File: src/rtl/stream_fifo_pipe_thresh_pkg.sv
// Shared helpers for the stream FIFO: count/pointer width derivation and
// the wrapping pointer increment used by both read and write sides.
package stream_fifo_pipe_thresh_pkg;

  function automatic int unsigned cnt_width(input int unsigned depth);
    return $clog2(depth + 1);
  endfunction

  function automatic int unsigned ptr_width(input int unsigned depth);
    return (depth > 1) ? $clog2(depth) : 1;
  endfunction

  // Pointers wrap at depth-1 so non-power-of-two depths work.
  function automatic int unsigned ptr_inc(input int unsigned ptr, input int unsigned depth);
    return (ptr >= depth - 1) ? 0 : ptr + 1;
  endfunction

endpackage

File: src/rtl/stream_fifo_mem.sv
// Register-array storage: one synchronous write port, one asynchronous read port.
module stream_fifo_mem #(
  parameter int DATA_WIDTH = 32,
  parameter int DEPTH      = 4,
  parameter int ADDR_W     = 2
) (
  input  logic                  clk,
  input  logic                  we_i,
  input  logic [ADDR_W-1:0]     waddr_i,
  input  logic [DATA_WIDTH-1:0] wdata_i,
  input  logic [ADDR_W-1:0]     raddr_i,
  output logic [DATA_WIDTH-1:0] rdata_o
);

  logic [DATA_WIDTH-1:0] mem_q [DEPTH];

  always_ff @(posedge clk) begin
    if (we_i) mem_q[waddr_i] <= wdata_i;
  end

  assign rdata_o = mem_q[raddr_i];

endmodule

File: src/rtl/stream_fifo_pipe_thresh.sv
// Valid/ready FIFO with pipe-through on full, flush and almost-full/empty flags.
// Optional same-cycle fall-through on empty: define STREAM_FIFO_FALL_THROUGH_EN.
module stream_fifo_pipe_thresh
  import stream_fifo_pipe_thresh_pkg::*;
#(
  parameter int DATA_WIDTH = 32,
  parameter int FIFO_DEPTH = 4,
  parameter int CNT_WIDTH  = cnt_width(FIFO_DEPTH),
  parameter int AF_THRESH  = 3,
  parameter int AE_THRESH  = 1
) (
  input  logic                  clk,
  input  logic                  rst,
  input  logic                  w_valid_i,
  output logic                  w_ready_o,
  input  logic [DATA_WIDTH-1:0] w_data_i,
  output logic                  r_valid_o,
  input  logic                  r_ready_i,
  output logic [DATA_WIDTH-1:0] r_data_o,
  input  logic                  flush_i,
  output logic [CNT_WIDTH-1:0]  count_o,
  output logic                  almost_full_o,
  output logic                  almost_empty_o
);

  localparam int PTR_W = ptr_width(FIFO_DEPTH);
  localparam logic [CNT_WIDTH-1:0] DEPTH_C = CNT_WIDTH'(FIFO_DEPTH);
  localparam logic [CNT_WIDTH-1:0] AF_C    = CNT_WIDTH'(AF_THRESH);
  localparam logic [CNT_WIDTH-1:0] AE_C    = CNT_WIDTH'(AE_THRESH);

  logic [CNT_WIDTH-1:0]  count_q, count_d;
  logic [PTR_W-1:0]      wr_ptr_q, wr_ptr_d;
  logic [PTR_W-1:0]      rd_ptr_q, rd_ptr_d;
  logic [DATA_WIDTH-1:0] mem_rdata;
  logic                  empty, full, push, pop, wr_en, rd_adv;

  assign empty     = (count_q == '0);
  assign full      = (count_q == DEPTH_C);
  assign w_ready_o = !flush_i && (!full || r_ready_i);

`ifdef STREAM_FIFO_FALL_THROUGH_EN
  logic pass;
  // On empty the incoming beat is presented directly; if taken, it never touches storage.
  assign r_valid_o = !flush_i && (!empty || w_valid_i);
  assign r_data_o  = empty ? w_data_i : mem_rdata;
  assign pass      = push && pop && empty;
  assign wr_en     = push && !pass;
  assign rd_adv    = pop && !pass;
`else
  assign r_valid_o = !flush_i && !empty;
  assign r_data_o  = mem_rdata;
  assign wr_en     = push;
  assign rd_adv    = pop;
`endif

  assign push = w_valid_i && w_ready_o;
  assign pop  = r_valid_o && r_ready_i;

  always_comb begin
    count_d  = count_q;
    wr_ptr_d = wr_ptr_q;
    rd_ptr_d = rd_ptr_q;
    if (wr_en) wr_ptr_d = PTR_W'(ptr_inc(32'(wr_ptr_q), FIFO_DEPTH));
    if (rd_adv) rd_ptr_d = PTR_W'(ptr_inc(32'(rd_ptr_q), FIFO_DEPTH));
    case ({wr_en, rd_adv})
      2'b10:   count_d = count_q + 1'b1;
      2'b01:   count_d = count_q - 1'b1;
      default: count_d = count_q;
    endcase
  end

  always_ff @(posedge clk) begin
    if (rst || flush_i) begin
      count_q  <= '0;
      wr_ptr_q <= '0;
      rd_ptr_q <= '0;
    end else begin
      count_q  <= count_d;
      wr_ptr_q <= wr_ptr_d;
      rd_ptr_q <= rd_ptr_d;
    end
  end

  stream_fifo_mem #(
    .DATA_WIDTH (DATA_WIDTH),
    .DEPTH      (FIFO_DEPTH),
    .ADDR_W     (PTR_W)
  ) u_mem (
    .clk     (clk),
    .we_i    (wr_en),
    .waddr_i (wr_ptr_q),
    .wdata_i (w_data_i),
    .raddr_i (rd_ptr_q),
    .rdata_o (mem_rdata)
  );

  assign count_o        = count_q;
  assign almost_full_o  = (count_q >= AF_C);
  assign almost_empty_o = (count_q <= AE_C);

endmodule
File: config.mk
export PLATFORM = sky130hd
export DESIGN_NAME = stream_fifo_pipe_thresh
export DESIGN_NICKNAME = d
export VERILOG_FILES = /design/src/rtl/stream_fifo_pipe_thresh_pkg.sv /design/src/rtl/stream_fifo_mem.sv /design/src/rtl/stream_fifo_pipe_thresh.sv
export SDC_FILE = /design/constraint.sdc
export NUM_CORES = 1
export LEC_CHECK = 0
export BUFFER_PORTS_ARGS = -buffer_cell sky130_fd_sc_hd__buf_4
export CAP_MARGIN = 10
export CORE_MARGIN = 5
export CORE_UTILIZATION = 47
export CTS_BUF_LIST = sky130_fd_sc_hd__clkbuf_4 sky130_fd_sc_hd__clkbuf_8 sky130_fd_sc_hd__clkbuf_16
export CTS_CLUSTER_SIZE = 40
export DETAILED_ROUTE_END_ITERATION = 12
export MAX_ROUTING_LAYER = met4
export PLACE_DENSITY = 0.68
export SYNTH_ARGS = -nofsm -noshare
export SYNTH_HDL_FRONTEND = slang
export SYNTH_HIERARCHICAL = 1
export SYNTH_SLANG_ARGS = --single-unit
File: constraint.sdc
create_clock -name clk -period 4.9 [get_ports clk]
set_input_delay 0.98 -clock clk [delete_from_list [all_inputs] [get_ports clk]]
set_output_delay 0.98 -clock clk [all_outputs]
set_load 0.1 [all_outputs]
# Word-level counts from Yosys, hierarchy flattened
# Memory sizes are Yosys's and may differ from the RTL's. A register that Yosys moved wholly into a read port is not among the register bits.
# Cells that the tools add are included.
# W data, S select, Z words.
# op_classes
addsub	4
magnitude_cmp	4
n_eq_ne	3
mux	7
reduce_logical	11
# ops
operator	count
$mux W2	4
$pmux W3 S2	1
$add A2 B1 Y2 const B	2
$ge A2 B2 Y1 const B	2
$logic_and A1 B1 Y1	4
$add A3 B1 Y3 const B	1
$eq A3 B3 Y1 const B	1
$ge A3 B2 Y1 const B	1
$le A3 B1 Y1 const B	1
$logic_not A1 Y1	3
$logic_not A3 Y1	1
$sub A3 B1 Y3 const B	1
$eq A2 B1 Y1 const B	1
$eq A2 B2 Y1 const B	1
$logic_or A1 B1 Y1	2
$mux W1	2
$reduce_bool A2 Y1	1
# totals
regBits	7
ram_bits	128
output_inout_bits	39
wordCells	33
memories	1
# memory_table
memory	depth	width	rd	rd_clocked_by_memory_dff	wr	line	source
u_mem.mem_q	4	32	1	1	1	stream_fifo_mem.sv:15	logic [DATA_WIDTH-1:0] mem_q [DEPTH];

# Longest topological paths before layout
# depth
ltp_word	7
mapped_depth	8
depth_no_buf	8

# By module
# The synthesis kept the hierarchy.
# by_module_without_submodules
module	instances	cells_each	area_per_inst_um2	seq_area_each_um2
stream_fifo_mem	1	171	4689.5	3843.7
stream_fifo_pipe_thresh	1	54	464.2	140.1

# Worst setup path after synthesis
# OpenSTA, ideal clock, no wires.
# synth_path
path_kind	register to register
start	reg count_q[0], in the netlist count_o[0]
end	mem u_mem.mem_q[0][0], enable pin
setup_ns	0.468
arrival_ns	4.207
required_time_ns	4.432
setup_slack_ns	0.226
stages_incl_launch_ff	7
path_cell_list	dfxtp_1 > inv_1 > ha_1 > nand3b_1 > nand2_1 > inv_1 > nor3b_1
# synth_between
elab_chain_cells	7
# synth_rtl
item	line	source
start, declared	stream_fifo_pipe_thresh.sv:31	logic [CNT_WIDTH-1:0] count_q, count_d;
start signal, assigned	stream_fifo_pipe_thresh.sv:78	count_q <= count_d;
$eq A3 B3 Y1	stream_fifo_pipe_thresh.sv:38	assign full = (count_q == DEPTH_C);
$logic_not A1 Y1	stream_fifo_pipe_thresh.sv:39	assign w_ready_o = !flush_i && (!full || r_ready_i);
$logic_or A1 B1 Y1	stream_fifo_pipe_thresh.sv:39	
$logic_and A1 B1 Y1	stream_fifo_pipe_thresh.sv:39	
$logic_and A1 B1 Y1	stream_fifo_pipe_thresh.sv:56	assign push = w_valid_i && w_ready_o;
via push	stream_fifo_pipe_thresh.sv:35	logic empty, full, push, pop, wr_en, rd_adv;
$mux W1	stream_fifo_mem.sv:18	if (we_i) mem_q[waddr_i] <= wdata_i;
$mux W1 (not written as such)	stream_fifo_mem.sv:18	
end, declared	stream_fifo_mem.sv:15	
# The timed path passes the listed nets, and every way through them passes these cells.

==> flow_summary.toml <==
[sta]
maxSlewViolCount = 0
tns_ns = 0
timing.fmax_mhz = 275
worstMarginPinSlew_ns = 0.891
hold-worst-slack_ns = 0.535
finalHoldViolCount = 0
clock_skew_ns = 0.00675
min_period_over_period_pct = 74.2
final-setup-viol-count = 0
time_the_final_worst_path_needs_with_i_o_delays_and_setup_ns = 3.63
slew_headroom_pct = 40.6
grt_setup_unrepaired = "false"

[pwr]
netSwitchingFraction_pct = 21.2
sequentialPowerShare_pct = 47.7
pwr-share-comb_pct = 7.8
clock_power_share_pct = 44.5
power_switching_uw = 573
vdd.ir_drop.worst_mv = 0.286
power_density_mw_per_mm2 = 421
leakage_uw = 0.00221
internal-power_uw = 2120

[clock_tree]
post_cts_hold_buffer_count = 0
clk_path_buf_depth = 2
source_to_sink_clock_delay_at_the_later_pin_of_the_worst_skew_pair_ns = 0.51
clkSinkCount = 135
cts-htree-levels = 4
clk_root_buffer_cell = "sky130_fd_sc_hd__clkbuf_8"
tritoncts.num_buffers = 17
post_cts_buffers = 0
clk_pin_slew_worst_paths_ns = 0.05
cts-resized-gates = 0
cts_tree = "yes"

[floorplanning]
num_rows = 38
die_area_mm2 = 0.0132
ioPinCount = 76
dieWidth_um = 115
floorplan.initialDensity_pct = 47.8
chipHeight_um = 115
core_area_mm2 = 0.0108

[detailed_routing]
met3WireLength_um = 462
vias = 2448
wirelength_met1_mm = 3.72
post_drt_via_cell_ratio = 5.24
routed_wire_length_per_instance_um = 19.2
drt_drc_violations_left = 0
postRouteWirelength_mm = 8.94
route.antenna.remaining_nets = 0
drt_first_iter_violations = 144
drt_pre_antenna_iters = 6
top_layer = "met4"
route.met2.wl_mm = 4.63

[global_routing]
pin_count_of_the_biggest_net_entering_global_routing = 35
grt_antenna_before_repair = 0
grt_use_total_pct = 15.0
grt_first_pass_wirelength_mm = 13.8
grt_pass1_vias = 2557
gr-total-overflow = 0

[layout]
stdcell_area_mm2 = 0.00641
antenna-diode-count = 0
instances_no_fill = 467
num-nets-final = 358
drive_above_1_share_pct = 45.3
syn_to_final_growth_pct = 24.3

[setup_path]
reg2reg_to = "u_mem/mem_q[3][17]$_DFFE_PP_"
path_class = "flop to output pin"
type_of_element_launching_the_critical_path = "flop"
cpMostUsedCell = "sky130_fd_sc_hd__buf_4"
reg2reg_setup_slack_ns = 2.59
cp_top_family = "flip-flops"
total_buffers_and_inverters_traversed_by_the_critical_path = 2
cp_arrival_ns = 2.65
path_depth = 3
cell_breakdown_of_the_critical_path = "buf_4 -> mux4_1 -> buf_4"
critical_path.max_stage_delay_ns = 0.90
end_kind = "output pin"
cpMaxStageDelayCell = "sky130_fd_sc_hd__dfxtp_2"
critical_path.max_fanout = 25
timing.critical_path.to = "r_data_o[0]"
cp_data_required_time_ns = 3.92
crit-reg2reg-launch = "count_o[0]$_SDFFE_PP0P_"
setup.worst_path.start = "rd_ptr_q[0]$_SDFFE_PP0P_"
ff2ff_path_depth = 6

[placed_design]
final_weighted_congestion_of_routability_driven_global_placement = 0.681
detailedPlacementHpwl_mm = 5.38
port_buffers = 75
placement.cell_area_mm2 = 0.00583
placedCellCount = 435

[logic_synthesis]
ys_top_cells_by_area = "sky130_fd_sc_hd__edfxtp_1 (75%), sky130_fd_sc_hd__mux4_2 (13%), sky130_fd_sc_hd__dfxtp_1 (2.7%)"
syn-num-nets = 269
synthesis.area_per_instance_um2 = 22.9
synth-seq-cells = 135
post-synth-top-area-fraction_pct = 74.6
synthesis.area_mm2 = 0.00515
yosys.cell_types.count = 28
ys.warnings.count = 6
seq_area_frac_synth_pct = 77.3
synth.largest_area_cell = "sky130_fd_sc_hd__edfxtp_1"
netlist_instances = 225

[min_path]
holdCritPathClass = "flop to flop"

[outcome]
outcome = "finished clean"

[job]
cap_violations = 0
## sequential cells by signal (all words and copies together), names as in the netlist
name	flops
count_o	3
rd_ptr_q	2
u_mem/mem_q	128
wr_ptr_q	2
## logic make-up (layout without fill, tap and decap cells)
group	Yosys count	in the layout	share of synthesized area [%]
mux	36	36	14.9
simple gates	25	25	2.43
buf+inv	13	115	2.14
flops	135	135	77.3
fa+ha+maj	7	7	1.70
compound gates	7	7	1.19
xor+xnor	2	2	0.340
## cell usage in the layout (no fill, tap or decap)
cell,count
sky130_fd_sc_hd__edfxtp_1,128
sky130_fd_sc_hd__buf_4,78
sky130_fd_sc_hd__mux4_2,30
sky130_fd_sc_hd__clkbuf_16,16
sky130_fd_sc_hd__nand2_1,9
sky130_fd_sc_hd__ha_1,7
sky130_fd_sc_hd__clkbuf_4,7
sky130_fd_sc_hd__nor2_1,6
sky130_fd_sc_hd__dfxtp_1,5
sky130_fd_sc_hd__inv_1,4
sky130_fd_sc_hd__mux2i_1,4
sky130_fd_sc_hd__nor2b_1,3
sky130_fd_sc_hd__clkbuf_8,3
sky130_fd_sc_hd__clkinv_2,3
sky130_fd_sc_hd__xor2_1,2
sky130_fd_sc_hd__bufinv_16,2
sky130_fd_sc_hd__dfxtp_2,2
sky130_fd_sc_hd__mux4_1,2
sky130_fd_sc_hd__and3b_2,2
sky130_fd_sc_hd__inv_2,1
sky130_fd_sc_hd__a211oi_4,1
sky130_fd_sc_hd__nand3b_1,1
sky130_fd_sc_hd__a21oi_1,1
sky130_fd_sc_hd__o21ai_0,1
sky130_fd_sc_hd__a31oi_1,1
sky130_fd_sc_hd__nor2_2,1
sky130_fd_sc_hd__o211ai_1,1
sky130_fd_sc_hd__o41ai_1,1
sky130_fd_sc_hd__nor3_1,1
sky130_fd_sc_hd__a2111oi_0,1
sky130_fd_sc_hd__clkinv_1,1
sky130_fd_sc_hd__and3_2,1
sky130_fd_sc_hd__nor3b_2,1
## synthesized netlist by cell type (all sizes together)
master and count:
nand2 9, nor3b 1, mux2i 4, ha 7, nor2b 3, o41ai 1
a211oi 1, nand3b 1, and3b 2, xor2 2, o211ai 1, and3 1
o21ai 1, a31oi 1, dfxtp 7, nor2 7, edfxtp 128, mux4 32
a2111oi 1, buf 8, inv 5, a21oi 1, nor3 1
## worst min-delay path by stage
stage,start,slack [ns],cells after the start,endpoint
4_1_cts,wr_ptr_q[1]$_SDFFE_PP0P_,0.53,2,wr_ptr_q[1]$_SDFFE_PP0P_
6_report,wr_ptr_q[1]$_SDFFE_PP0P_,0.54,2,wr_ptr_q[1]$_SDFFE_PP0P_
5_1_grt,wr_ptr_q[1]$_SDFFE_PP0P_,0.59,2,wr_ptr_q[1]$_SDFFE_PP0P_
3_5_place_dp,wr_ptr_q[1]$_SDFFE_PP0P_,0.53,2,wr_ptr_q[1]$_SDFFE_PP0P_
3_3_place_gp,wr_ptr_q[1]$_SDFFE_PP0P_,0.50,2,wr_ptr_q[1]$_SDFFE_PP0P_
2_1_floorplan,wr_ptr_q[1]$_SDFFE_PP0P_,0.48,2,wr_ptr_q[1]$_SDFFE_PP0P_
## through the flow
step                total power, uW  util (%)  setup slack [ns]
detailed placement             1520      54.1              1.72
floorplan                      1460         -             0.226
finish                         2700      59.4              1.27
CTS                            2720      59.4              1.16
global route                   2790      59.4              1.02
global placement               1520      54.1              1.78
## worst reg2reg max path: cells and delay by family, from the launching register on
family	cells	cell delay, ns
fa+ha+maj	1	0.26
buf+inv	2	0.25
flops	1	0.39
simple gates	3	1.01
## area by class of cell
class                           instances  area (um^2)
Clock buffer                           26          494
Clock inverter                          6         78.8
Fill cell                             786         4390
Inverter                                5         18.8
Multi-Input combinational cell         77         1070
Sequential cell                       135         3990
Tap cell                              140          175
Timing Repair Buffer                   78          586
## power by group through the flow
stage | Clock [uW] | Sequential (uW) | Combinational (uW)
3_5_place_dp | 0 | 1310 | 211
6_report | 1200 | 1290 | 209
4_1_cts | 1220 | 1290 | 212
3_3_place_gp | 0 | 1310 | 209
2_1_floorplan | 0 | 1320 | 141
5_1_grt | 1280 | 1290 | 219
## routing by layer
layer | vias up | global-route usage (%)
met2 | 57 | 23.3
met3 | 9 | 4.86
li1 | 1118 | -
met1 | 1264 | 18.1
met5 | - | -
met4 | 0 | 6.57
Note: power is estimated with default switching activity, not from simulation.
